`src/rtl/oam_dma_ctrl_pkg.sv`:
```
// Shared types and address constants for the OAM DMA controller.
// Imported by the controller and by anything that needs the system bus map.
package oam_dma_ctrl_pkg;

   typedef enum logic [1:0] {
      IDLE,
      SETUP,
      COPY
   } dma_state_t;

   localparam logic [15:0] OAM_BASE = 16'hFE00;
   localparam int          OAM_LEN  = 160;
   localparam logic [15:0] HRAM_LO  = 16'hFF80;
   localparam logic [15:0] HRAM_HI  = 16'hFFFE;
   localparam logic [15:0] REG_DMA  = 16'hFF46;

   // Echo RAM pages E0..FF alias WRAM C0..DF.
   function automatic logic [7:0] map_src_hi(input logic [7:0] page);
      return (page >= 8'hE0) ? page - 8'h20 : page;
   endfunction

   // Used by the system bus: only HRAM stays reachable while the copy owns the bus.
   function automatic logic cpu_blocked(input logic lock, input logic [15:0] addr);
      return lock && !((addr >= HRAM_LO) && (addr <= HRAM_HI));
   endfunction

   function automatic logic [15:0] oam_bus_addr(input logic [7:0] offset);
      return OAM_BASE + {8'h00, offset};
   endfunction

endpackage

```
`src/rtl/oam_dma_ctrl_if.sv`:
```
// Bus bundle between the OAM DMA controller and the rest of the system.
// master = controller side, slave = CPU/memory/OAM side.
interface oam_dma_ctrl_if;

   logic [15:0] cpu_addr;
   logic        cpu_wr;
   logic [7:0]  cpu_wdata;
   logic [7:0]  reg_rdata;
   logic        src_rd;
   logic [15:0] src_addr;
   logic [7:0]  src_data;
   logic        oam_wr;
   logic [7:0]  oam_addr;
   logic [7:0]  oam_wdata;
   logic        dma_active;
   logic        cpu_bus_lock;

   modport master (
      input  cpu_addr, cpu_wr, cpu_wdata, src_data,
      output reg_rdata, src_rd, src_addr, oam_wr, oam_addr, oam_wdata,
      output dma_active, cpu_bus_lock
   );

   modport slave (
      output cpu_addr, cpu_wr, cpu_wdata, src_data,
      input  reg_rdata, src_rd, src_addr, oam_wr, oam_addr, oam_wdata,
      input  dma_active, cpu_bus_lock
   );

endinterface

```
`src/rtl/oam_dma_ctrl.sv`:
```
// OAM DMA sequencer: an FF46 write copies OAM_LEN bytes from page src_hi into OAM,
// one byte per CYCLES_PER_BYTE clocks (read, capture, write, idle...).
module oam_dma_ctrl #(
   parameter int CYCLES_PER_BYTE = 4,
   parameter int START_DELAY     = 4,
   parameter int OAM_LEN         = oam_dma_ctrl_pkg::OAM_LEN
) (
   input  logic                  clk,
   input  logic                  rst,
   oam_dma_ctrl_if.master        bus
);

   import oam_dma_ctrl_pkg::*;

   localparam int PW = (CYCLES_PER_BYTE > 1) ? $clog2(CYCLES_PER_BYTE) : 1;
   localparam int DW = (START_DELAY > 1) ? $clog2(START_DELAY) : 1;

   localparam logic [PW-1:0] PH_RD      = '0;
   localparam logic [PW-1:0] PH_CAP     = PW'(1);
   localparam logic [PW-1:0] PH_WR      = PW'(2);
   localparam logic [PW-1:0] PH_LAST    = PW'(CYCLES_PER_BYTE - 1);
   localparam logic [DW-1:0] SETUP_LAST = DW'(START_DELAY - 1);
   localparam logic [7:0]    IDX_LAST   = 8'(OAM_LEN - 1);

   dma_state_t    state, state_n;
   logic [DW-1:0] dly, dly_n;
   logic [PW-1:0] phase, phase_n;
   logic [7:0]    idx, idx_n;
   logic          relock, relock_n;
   logic [7:0]    reg_q;
   logic [7:0]    src_hi;
   logic [7:0]    data_p1;
   logic          trigger;
   logic          rd, wr, capture, active, lock;

   assign trigger = bus.cpu_wr && (bus.cpu_addr == REG_DMA);

   always_comb begin
      state_n  = state;
      dly_n    = dly;
      phase_n  = phase;
      idx_n    = idx;
      relock_n = relock;
      active   = (state != IDLE);
      // A restart from a locked transfer keeps the lock through the new SETUP.
      lock     = (state == COPY) || ((state == SETUP) && relock);
      rd       = (state == COPY) && (phase == PH_RD);
      capture  = (state == COPY) && (phase == PH_CAP);
      wr       = (state == COPY) && (phase == PH_WR);

      unique case (state)
         IDLE: ;
         SETUP: begin
            if (dly == SETUP_LAST) begin
               state_n  = COPY;
               phase_n  = '0;
               idx_n    = '0;
               relock_n = 1'b0;
            end else begin
               dly_n = dly + 1'b1;
            end
         end
         COPY: begin
            if (phase == PH_LAST) begin
               phase_n = '0;
               if (idx == IDX_LAST) state_n = IDLE;
               else                 idx_n   = idx + 1'b1;
            end else begin
               phase_n = phase + 1'b1;
            end
         end
         default: state_n = IDLE;
      endcase

      // A trigger overrides everything, including the final-byte exit to IDLE.
      if (trigger) begin
         state_n  = SETUP;
         dly_n    = '0;
         phase_n  = '0;
         idx_n    = '0;
         relock_n = lock;
      end
   end

   always_ff @(posedge clk) begin
      if (rst) begin
         state  <= IDLE;
         dly    <= '0;
         phase  <= '0;
         idx    <= '0;
         relock <= 1'b0;
         reg_q  <= '0;
      end else begin
         state  <= state_n;
         dly    <= dly_n;
         phase  <= phase_n;
         idx    <= idx_n;
         relock <= relock_n;
         if (trigger) reg_q <= bus.cpu_wdata;
      end
   end

   // Capture stage: source byte arrives the clock after src_rd.
   always_ff @(posedge clk) begin
      if (trigger) src_hi  <= map_src_hi(bus.cpu_wdata);
      if (capture) data_p1 <= bus.src_data;
   end

   assign bus.reg_rdata    = reg_q;
   assign bus.src_rd       = rd;
   assign bus.src_addr     = rd ? {src_hi, idx} : 16'h0000;
   assign bus.oam_wr       = wr;
   assign bus.oam_addr     = wr ? idx : 8'h00;
   assign bus.oam_wdata    = wr ? data_p1 : 8'h00;
   assign bus.dma_active   = active;
   assign bus.cpu_bus_lock = lock;

endmodule
```
`src/flat_wrapper.sv`:
```
// flat-port wrapper written by rule: the top's interface ports become plain ports
module oam_dma_ctrl_flat import oam_dma_ctrl_pkg::*;
#(
   parameter int CYCLES_PER_BYTE = 4,
   parameter int START_DELAY     = 4,
   parameter int OAM_LEN         = oam_dma_ctrl_pkg::OAM_LEN
)
  (clk, rst, bus_cpu_addr, bus_cpu_wr, bus_cpu_wdata, bus_src_data, bus_reg_rdata, bus_src_rd, bus_src_addr, bus_oam_wr, bus_oam_addr, bus_oam_wdata, bus_dma_active, bus_cpu_bus_lock);
  oam_dma_ctrl_if bus_i ();
  input  logic clk;
  input  logic rst;
  input wire logic [$bits(bus_i.cpu_addr)-1:0] bus_cpu_addr;
  input wire logic [$bits(bus_i.cpu_wr)-1:0] bus_cpu_wr;
  input wire logic [$bits(bus_i.cpu_wdata)-1:0] bus_cpu_wdata;
  input wire logic [$bits(bus_i.src_data)-1:0] bus_src_data;
  output wire logic [$bits(bus_i.reg_rdata)-1:0] bus_reg_rdata;
  output wire logic [$bits(bus_i.src_rd)-1:0] bus_src_rd;
  output wire logic [$bits(bus_i.src_addr)-1:0] bus_src_addr;
  output wire logic [$bits(bus_i.oam_wr)-1:0] bus_oam_wr;
  output wire logic [$bits(bus_i.oam_addr)-1:0] bus_oam_addr;
  output wire logic [$bits(bus_i.oam_wdata)-1:0] bus_oam_wdata;
  output wire logic [$bits(bus_i.dma_active)-1:0] bus_dma_active;
  output wire logic [$bits(bus_i.cpu_bus_lock)-1:0] bus_cpu_bus_lock;
  assign bus_i.cpu_addr = bus_cpu_addr;
  assign bus_i.cpu_wr = bus_cpu_wr;
  assign bus_i.cpu_wdata = bus_cpu_wdata;
  assign bus_i.src_data = bus_src_data;
  assign bus_reg_rdata = bus_i.reg_rdata;
  assign bus_src_rd = bus_i.src_rd;
  assign bus_src_addr = bus_i.src_addr;
  assign bus_oam_wr = bus_i.oam_wr;
  assign bus_oam_addr = bus_i.oam_addr;
  assign bus_oam_wdata = bus_i.oam_wdata;
  assign bus_dma_active = bus_i.dma_active;
  assign bus_cpu_bus_lock = bus_i.cpu_bus_lock;
  oam_dma_ctrl #(.CYCLES_PER_BYTE(CYCLES_PER_BYTE), .START_DELAY(START_DELAY), .OAM_LEN(OAM_LEN)) u_core (.clk(clk), .rst(rst), .bus(bus_i));
endmodule
```
`config.mk`:
```
export PLATFORM = sky130hd
export DESIGN_NAME = oam_dma_ctrl_flat
export DESIGN_NICKNAME = d
export VERILOG_FILES = /design/src/rtl/oam_dma_ctrl_pkg.sv /design/src/rtl/oam_dma_ctrl_if.sv /design/src/rtl/oam_dma_ctrl.sv /design/src/flat_wrapper.sv
export SDC_FILE = /design/constraint.sdc
export NUM_CORES = 1
export LEC_CHECK = 0
export ABC_AREA = 1
export BUFFER_PORTS_ARGS = -buffer_cell sky130_fd_sc_hd__buf_2
export CAP_MARGIN = 30
export CORE_ASPECT_RATIO = 0.75
export CORE_MARGIN = 2
export CORE_UTILIZATION = 45
export CTS_BUF_LIST = sky130_fd_sc_hd__clkbuf_4 sky130_fd_sc_hd__clkbuf_8
export DETAILED_ROUTE_END_ITERATION = 10
export PLACE_DENSITY = 0.82
export SLEW_MARGIN = 20
export SYNTH_ARGS = -nofsm -noshare
export SYNTH_HDL_FRONTEND = slang
export SYNTH_SLANG_ARGS = --single-unit
```
`constraint.sdc`:
```
create_clock -name clk -period 1.5 [get_ports clk]
set_input_delay 0.3 -clock clk [delete_from_list [all_inputs] [get_ports clk]]
set_output_delay 0.3 -clock clk [all_outputs]
set_load 0.02 [all_outputs]
```
==> results of run 1 <==
[registers in the layout, indices dropped and copies added (netlist names)]
| register | flops |
|---|---|
| u_core.relock | 1 |
| u_core.idx | 8 |
| u_core.dly | 2 |
| u_core.bus.reg_rdata | 8 |
| u_core.data_p1 | 8 |
| u_core.src_hi | 8 |
| u_core.phase | 2 |
| u_core.state | 2 |
[power groups by stage]
stage	logic (W)	clock network [W]	registers (W)
final	0.000365	0.000711	0.00112
after global routing	0.000394	0.000779	0.00112
after CTS	0.000318	0.000722	0.00112
after detailed placement	0.000245	0	0.00114
after global placement	0.000240	0	0.00114
after floorplan	0.000132	0	0.00114
[worst min path at each step]
stage / cells after the start / end / from
floorplan: 1 / u_core.state[0] / rst
global placement: 2 / u_core.dly[1] / u_core.dly[1]
CTS: 1 / u_core.data_p1[6] / bus_src_data[6]
detailed placement: 2 / u_core.dly[1] / u_core.dly[1]
global route: 1 / u_core.data_p1[4] / bus_src_data[4]
finish: 1 / u_core.data_p1[3] / bus_src_data[3]
[metrics by stage]
| step | setup WS [ns] | cells | util, % | setup TNS, ns | area, µm² |
|---|---|---|---|---|---|
| floorplan | -0.0229 | 270 | - | -0.413 | 2040 |
| global placement | 0.130 | 416 | 59.1 | 0 | 2610 |
| detailed placement | 0.0887 | 416 | 59.1 | 0 | 2610 |
| CTS | -0.106 | 431 | 70.4 | -3.09 | 3110 |
| global route | -0.179 | 435 | 75.5 | -5.52 | 3330 |
| finish | -0.126 | 435 | 75.5 | -3.30 | 3330 |
[cells in the mapped netlist, drive strengths merged]
library cell   n
o21ai         10
a21oi         12
edfxtp        16
or2            1
nor2          66
inv           50
nor3           8
buf            4
dfxtp         23
a31oi          1
nand3         16
and3           1
nand4          4
nor3b          1
ha             7
nand2         50
[cells by family (layout without fill, tap and decap cells)]
logic type,count (synthesis),count (layout),share of synthesized area [%]
flip-flops,39,39,46.2
AND/OR/NAND/NOR,147,147,32.5
buffers and inverters,54,162,10.7
adder cells (fa/ha/maj),7,7,4.30
AO/OA/AOI/OAI,23,23,6.26
[what timing repair did]
| action | 4_1_cts | 5_1_grt |
|---|---|---|
| hold buffers | 0 | 0 |
| setup buffers | 5 | 3 |
| setup endpoints to repair | 35 | 43 |
| gates resized for setup | 113 | 48 |
| pin swaps | 3 | 5 |
| gates cloned | 2 | 1 |
[cell type report]
cell class | count | share of cell area, %
repair buffers | 104 | 26.1
well taps | 57 | 2.14
multi-input cells | 177 | 34.5
inverters | 50 | 6.16
clock buffers | 7 | 2.52
clock inverters | 1 | 0.150
flip-flops and latches | 39 | 28.5
[routing by layer]
layer / up-vias / track usage [%] / wire (µm)
met1: 1038 / 30.1 / 2380
met3: 14 / 6.40 / 402
met5: - / 0 / 0
met4: 0 / 7.08 / 114
li1: 1058 / - / -
met2: 85 / 40.1 / 3410
==> results.toml, run 1 <==
[setup_path]
startpoint = "u_core.phase[1]"
cpPeakStageDelay_ns = 0.38
endpoint_kind = "primary output"
cp-start-kind = "flip-flop"
cp_max_fo = 5
critPathKind = "reg2out"
cpMaxStageDelayCell = "dfxtp_4"
cp_top_family = "flip-flops"
timing.rr.start = "u_core.phase[0]"
path_cells = "inv_4 -> ha_4 -> nand2_4 -> buf_6 -> nor2_2 -> buf_4"
cp.arrival_ns = 1.33
worst-r2r-cell-count = 10
cp.depth = 6
rr_endpoint = "u_core.idx[6]"
reg2reg_slack_ns = 0.01
crit_buf_inv = 3
critPathRequiredTime_ns = 1.20
crit_end = "bus_src_addr[7]"

[global_routing]
grt_overflow = 0
grt_pass1_wl_um = 9320
grt_start_max_net_pins = 16
antenna_found_initial = 0
grtUsageTotal_pct = 23.9
grt_pass1_vias = 2026

[sta]
drv_slew = 0
rsz0062_at_grt = "yes"
max_freq_mhz = 615
hold_viol = 0
setup_viol = 35
skew_ns = 0.00594
holdWs_ns = 0.183
worst_pin_slew_ns = 0.284
fin_ws_ns = -0.126
slew_headroom_pct = 81.0
min_period_ns = 1.63
fin_crit_sh_pct = 108

[power_and_ir_drop]
power_frac_comb_pct = 16.6
netSwitchingPower_w = 0.000564
leakagePower_nw = 1.49
power_frac_seq_pct = 51.0
pwr-share-clk_pct = 32.4
irDropWorstVdd_v = 0.000482
power_w = 0.00220
internal_power_w = 0.00163
pwr_density_cell_nw_per_um2 = 659
swShare_pct = 25.7

[place]
numPortBuffers = 78
dp_hpwl_um = 3540
globalplace.congestion = 0.888

[die]
die_y_um = 62.3
row_count = 21
die_area_um2 = 5090
die_w_um = 81.7
fp.coreArea_um2 = 4410
io_pins = 79
start_util_pct = 46.2

[cells_and_area]
final_common_cell = "buf_2"
seq_area_um2 = 948
most-common-layout-cells = "buf_2 (44), inv_1 (42), nand2_1 (41)"
num-nets-final = 419
fill_cells = 289
area_delta_synth_final_pct = 63.5
num_antenna_cells = 0
multi_input_area_um2 = 1150
drive_gt1_share_pct = 47.6

[routing]
ant_nets = 0
vias_per_cell = 5.05
drc = 0
first_iter_violations = 203
wl_per_cell_um = 14.5
vias = 2195
dr.pass1.iters = 4
routed_wl_um = 6310

[run]
drv_cap = 0

[logic_synthesis]
syn_avg_cell_area_um2 = 7.55
synth_cells = 270
netlist_area_um2 = 2040
yosysUniqueCellTypes = 28
synth_area_leaders = "edfxtp_1 (24%), dfxtp_1 (23%), nor2_1 (12%)"
synth_seq_cells = 39
yosys.area.top_type = "edfxtp_1"
ys_seq_area_share_pct = 46.2
synth_nets = 312
synth_top_cell_area_share_pct = 23.6
synth_warnings = 0

[clock_tree]
htreeDepth = 2
root_buffer = "clkbuf_8"
clkTransAtPathRegs_ns = 0.07
cts_buffers = 5
clk_latency_ns = 0.29
cts_tree = "built"
clkSinkCount = 39
cts_max_path_buffers = 2

[outcome]
status = "finished, violations left"
failed_checks = "negative setup slack"

[min_path]
hold_path_class = "in2reg"
Note: power is estimated with default switching activity, not from simulation.
==> run 2, diff against run 1 <==
Settings changed: MAX_ROUTING_LAYER set to met4.
==> run 2 against run 1 <==
  * The flow still finishes with violations (negative setup slack)
  * Clock skew increased by 0.0027 ns
  * First-iteration DRC count decreased by 37%
  * Sequential power about the same
  * Worst setup slack improved by 0.019 ns
  * Total power decreased by 1.0%
==> results.toml, run 2 (synthesized netlist as in run 1, its figures left out) <==
[clock_tree]
root_buffer = "clkbuf_8"
clkSinkCount = 39
cts_max_path_buffers = 2
clkTransAtPathRegs_ns = 0.07
htreeDepth = 2
cts_tree = "built"
clk_latency_ns = 0.29
cts_buffers = 5

[cells_and_area]
area_delta_synth_final_pct = 57.3
num-nets-final = 414
most-common-layout-cells = "buf_2 (44), inv_1 (43), nand2_1 (42)"
drive_gt1_share_pct = 45.3
fin_cells = 430
fin_area_um2 = 3210
num_antenna_cells = 0
final_common_cell = "buf_2"

[global_routing]
grt_pass1_wl_um = 8910
grtUsageTotal_pct = 23.5
grt_overflow = 0
antenna_found_initial = 0
grt_start_max_net_pins = 16
grt_pass1_vias = 1984

[run]
drv_cap = 0

[setup_path]
cp_max_fo = 5
reg2reg_slack_ns = 0.10
cp-start-kind = "flip-flop"
path_cells = "inv_4 -> ha_4 -> nand2_4 -> buf_8 -> nor2_2 -> buf_6"
rr_endpoint = "u_core.idx[1]"
timing.rr.start = "u_core.idx[5]"
endpoint_kind = "primary output"
worst-r2r-cell-count = 7
cpPeakStageDelay_ns = 0.39
cp.arrival_ns = 1.31
critPathRequiredTime_ns = 1.20
cpMaxStageDelayCell = "dfxtp_4"
critPathKind = "reg2out"

[sta]
slew_headroom_pct = 80.8
holdWs_ns = 0.186
rsz0062_at_grt = "yes"
fin_ws_ns = -0.106
worst_pin_slew_ns = 0.287
setup_viol = 35
fin_crit_sh_pct = 107
skew_ns = 0.00866
min_period_ns = 1.61
drv_slew = 0
max_freq_mhz = 623
hold_viol = 0

[place]
globalplace.congestion = 0.888
dp.cells = 415
placed_cell_area_um2 = 2600
post-place-ws_ns = 0.0554
dp_hpwl_um = 3600
numPortBuffers = 78

[routing]
vias_per_cell = 4.88
wl_per_cell_um = 13.0
wl_met1_um = 2280
ant_nets = 0
dr.pass1.iters = 4
wl_met3_um = 353
highest_layer = "met4"
drc = 0
wl_met2_um = 2920
routed_wl_um = 5610
vias = 2097
first_iter_violations = 127

[die]
row_count = 21
die_w_um = 81.7
fp.coreArea_um2 = 4410
io_pins = 79
die_area_um2 = 5090
die_y_um = 62.3
start_util_pct = 46.2

[outcome]
failed_checks = "negative setup slack"
status = "finished, violations left"

[power_and_ir_drop]
pwr_density_cell_nw_per_um2 = 679
irDropWorstVdd_v = 0.000625
leakagePower_nw = 1.46

[min_path]
holdCritStartpoint = "bus_src_data[0]"
hold_path_class = "in2reg"
holdPathStages = 1
hold_end = "u_core.data_p1[0]"
[run 2: cell count changes in the layout (fill, tap and decap cells not counted), sizes merged]
cell,delta
buf,-4
clkbuf,-1
[run 2: worst max-delay path by stage]
stage,from,to
2_1_floorplan,u_core.state[0],bus_oam_addr[0]
6_report,u_core.phase[1],bus_src_addr[6]
4_1_cts,u_core.state[0],bus_oam_wdata[0]
3_5_place_dp,u_core.state[0],bus_oam_wdata[1]
5_1_grt,u_core.state[0],bus_oam_addr[2]
3_3_place_gp,u_core.phase[0],bus_src_addr[6]
[run 2: per-stage QoR]
stage          TNS [ns]  utilization, %  power, W
2_1_floorplan    -0.413               -   0.00127
3_3_place_gp          0            58.9   0.00138
3_5_place_dp          0            58.9   0.00138
4_1_cts           -3.16            70.0   0.00217
5_1_grt           -5.00            72.6   0.00227
6_report          -2.94            72.6   0.00218
[run 2: final cells by class]
cell class | count | area (µm²)
timing repair buffer | 99 | 802
sequential | 39 | 948
multi-input combinational | 177 | 1090
clock inverter | 1 | 5.00
fill | 318 | 1210
tap | 57 | 71.3
clock buffer | 7 | 83.8
inverter | 50 | 203
[run 2: per-layer routing]
metal,track usage [%],vias to the layer above
met5,-,-
met4,7.50,0
met3,4.36,5
met2,37.9,77
met1,29.8,971
li1,-,1044
[run 2: worst max-delay path, delay by kind of cell (launching register included)]
| kind | cells | cell delay [ns] |
|---|---|---|
| flops | 1 | 0.39 |
| fa+ha+maj | 1 | 0.15 |
| simple gates | 2 | 0.15 |
| buf+inv | 3 | 0.33 |
[run 2: where the power goes]
part	internal [W]	switching, W	total, W
logic	0.000148	0.000196	0.000344
registers	0.00111	0.00000837	0.00112
clock network	0.000362	0.000349	0.000711
total	0.00162	0.000553	0.00218
[run 2: repair_timing]
item	CTS	global route
endpoints found under the setup margin	35	43
hold buffers	0	0
gates resized for setup	105	38
setup buffers	6	0
pin swaps	1	0
gates cloned	2	0
==> run 3, diff against run 2 <==
Settings changed: ABC_AREA 1 to unset.
==> run 3 against run 2 <==
  * The run still ends with negative setup slack left
  * Maximum frequency decreased by 5.4%
  * Clock skew decreased by 0.00057 ns
  * Register-to-register slack got worse by 0.20 ns
  * Worst setup slack got worse by 0.091 ns
  * Global-route usage increased by 1.1 points
  * Sequential share of layout area decreased by 0.60 points
  * Die area decreased by 3.5%
  * Critical path type unchanged
  * Largest power group unchanged
==> results.toml, run 3 <==
[outcome]
status = "finished, violations left"
failed_checks = "negative setup slack"

[min_path]
hold_path_class = "in2reg"
hold_end = "u_core.data_p1[1]"
holdPathStages = 1
holdCritStartpoint = "bus_src_data[1]"

[logic_synthesis]
synthArstFlopShare_pct = 0
synth_cells = 203
synthFlopType = "dfxtp_1"
synth_top_cell_area_share_pct = 24.5
netlist_area_um2 = 1960
syn_avg_cell_area_um2 = 9.67
synth_nets = 245
synth_warnings = 0
synth_seq_cells = 39
yosysUniqueCellTypes = 43
synth_edf_count = 16
synth_area_leaders = "edfxtp_1 (24%), dfxtp_1 (23%), and3_1 (10%)"
synth.most_common_cell = "and3_1"
yosys.area.top_type = "edfxtp_1"
ys_seq_area_share_pct = 47.9
synth_commonest_cells = "and3_1 (32), dfxtp_1 (23), nand3_1 (20)"

[routing]
drc = 0
vias = 2027
routed_wl_um = 5610
dr.pass1.iters = 4
vias_per_cell = 5.52
first_iter_violations = 142
ant_nets = 0
wl_per_cell_um = 15.3

[setup_path]
critPathKind = "reg2out"
rr_endpoint = "u_core.idx[4]"
cp-start-kind = "flip-flop"
worst-r2r-cell-count = 6
reg2reg_slack_ns = -0.10
critPathRequiredTime_ns = 1.20
timing.rr.start = "u_core.phase[1]"
endpoint_kind = "primary output"
cp_max_fo = 10
cp.arrival_ns = 1.40

[clock_tree]
cts_buffers = 5
root_buffer = "clkbuf_8"
hold_buffers = 0
clkTransAtPathRegs_ns = 0.08
clk_latency_ns = 0.30
clkSinkCount = 39
cts_tree = "built"
cts_max_path_buffers = 2
htreeDepth = 2

[sta]
skew_ns = 0.00809
hold_viol = 0
max_freq_mhz = 589
holdWs_ns = 0.178
fin_ws_ns = -0.197
worst_pin_slew_ns = 0.344
slew_headroom_pct = 76.8
min_period_ns = 1.70
rsz0062_at_grt = "yes"
drv_slew = 0
fin_crit_sh_pct = 113
setup_viol = 36

[cells_and_area]
num-nets-final = 353
num_antenna_cells = 0
fill_cells = 262
most-common-layout-cells = "buf_2 (42), buf_6 (38), buf_4 (31)"
area_delta_synth_final_pct = 67.3
final_common_cell = "buf_2"
drive_gt1_share_pct = 55.4
fin_area_um2 = 3280

[die]
start_util_pct = 47.5
row_count = 20
die_area_um2 = 4910
io_pins = 79
die_w_um = 80.3
die_y_um = 61.2
fp.coreArea_um2 = 4130

[global_routing]
grt_start_max_net_pins = 18
grt_pass1_vias = 1903
antenna_found_initial = 0
grt_overflow = 0
grt_pass1_wl_um = 8720
grtUsageTotal_pct = 24.5

[place]
dp_hpwl_um = 3530
globalplace.congestion = 0.900
placed_cell_area_um2 = 2620
numPortBuffers = 78
post-place-ws_ns = -0.153

[run]
drv_cap = 0

[power_and_ir_drop]
leakagePower_nw = 1.39
power_w = 0.00207
pwr_density_cell_nw_per_um2 = 629
irDropWorstVdd_v = 0.000589
[run 3: cell types whose count changed after synthesis, moves of 3 or more]
cell,previous run,this run
a21oi_2,3,0
nand2_1,46,5
clkbuf_1,0,11
nor3_1,8,1
nand3b_1,0,3
nand3_1,14,20
and3_1,1,32
nand2_2,3,0
nand2b_1,0,3
and2_1,0,3
a21oi_1,9,18
inv_1,48,6
nor2_1,64,8
[run 3: power by group]
part | switching [W] | internal, W
logic | 0.0000402 | 0.0000438
clock network | 0.000388 | 0.000495
registers | 0.00000000274 | 0.00110
total | 0.000428 | 0.00164
[run 3: metrics by stage]
stage,utilization [%],cells,setup TNS [ns]
2_1_floorplan,-,203,-0.183
3_3_place_gp,63.5,351,-2.10
3_5_place_dp,63.5,351,-5.21
4_1_cts,76.4,368,-5.40
5_1_grt,79.5,367,-7.96
6_report,79.5,367,-5.94
[run 3: logic make-up after synthesis]
| kind of cell | share of synthesized area [%] |
|---|---|
| AO/OA/AOI/OAI | 13.1 |
| XOR/XNOR | 0.892 |
| adder cells (fa/ha/maj) | 4.46 |
| buffers and inverters | 4.65 |
| flip-flops | 47.9 |
| multiplexers | 0.510 |
| AND/OR/NAND/NOR | 28.4 |
[run 3: metal layers]
metal / global-route usage (%) / part of all wire, % / wire, µm / vias up
met1: 28.6 / 43 / 2400 / 943
met2: 42.7 / 48 / 2700 / 97
li1: - / - / - / 976
met4: 9.20 / 1.5 / 82 / 0
met5: - / 0 / 0 / -
met3: 4.99 / 7.6 / 425 / 11
[run 3: how the worst max path moves through the flow]
stage / from / end / cells past startpoint
after floorplan: u_core.idx[1] / u_core.idx[4] / 6
after global placement: bus_cpu_addr[4] / u_core.idx[3] / 7
after detailed placement: bus_cpu_addr[4] / u_core.idx[3] / 7
after CTS: u_core.state[1] / bus_src_addr[10] / 5
after global routing: u_core.state[1] / bus_oam_wdata[3] / 5
final: u_core.state[1] / bus_oam_wdata[4] / 5
[run 3: final cells by class]
| cell class | instances | area, µm² | share of cell area, % |
|---|---|---|---|
| clock buffer | 5 | 68.8 | 2.10 |
| clock inverter | 3 | 43.8 | 1.33 |
| inverter | 6 | 22.5 | 0.686 |
| multi-input combinational | 144 | 1150 | 35.2 |
| sequential | 39 | 952 | 29.0 |
| tap | 55 | 68.8 | 2.10 |
| timing repair buffer | 115 | 973 | 29.6 |
[run 3: worst max-delay path, stage by stage (launching register included)]
cell,delay [ns]
dfxtp_2,0.35
nor2b_4,0.16
buf_6,0.14
buf_12,0.13
and3_1,0.17
buf_4,0.14
[run 3: what timing repair did]
action | in CTS | in global routing
pin swaps | 7 | 7
endpoints found under the setup margin | 40 | 52
gates cloned | 3 | 0
gates resized for setup | 93 | 32
setup buffers | 8 | 0
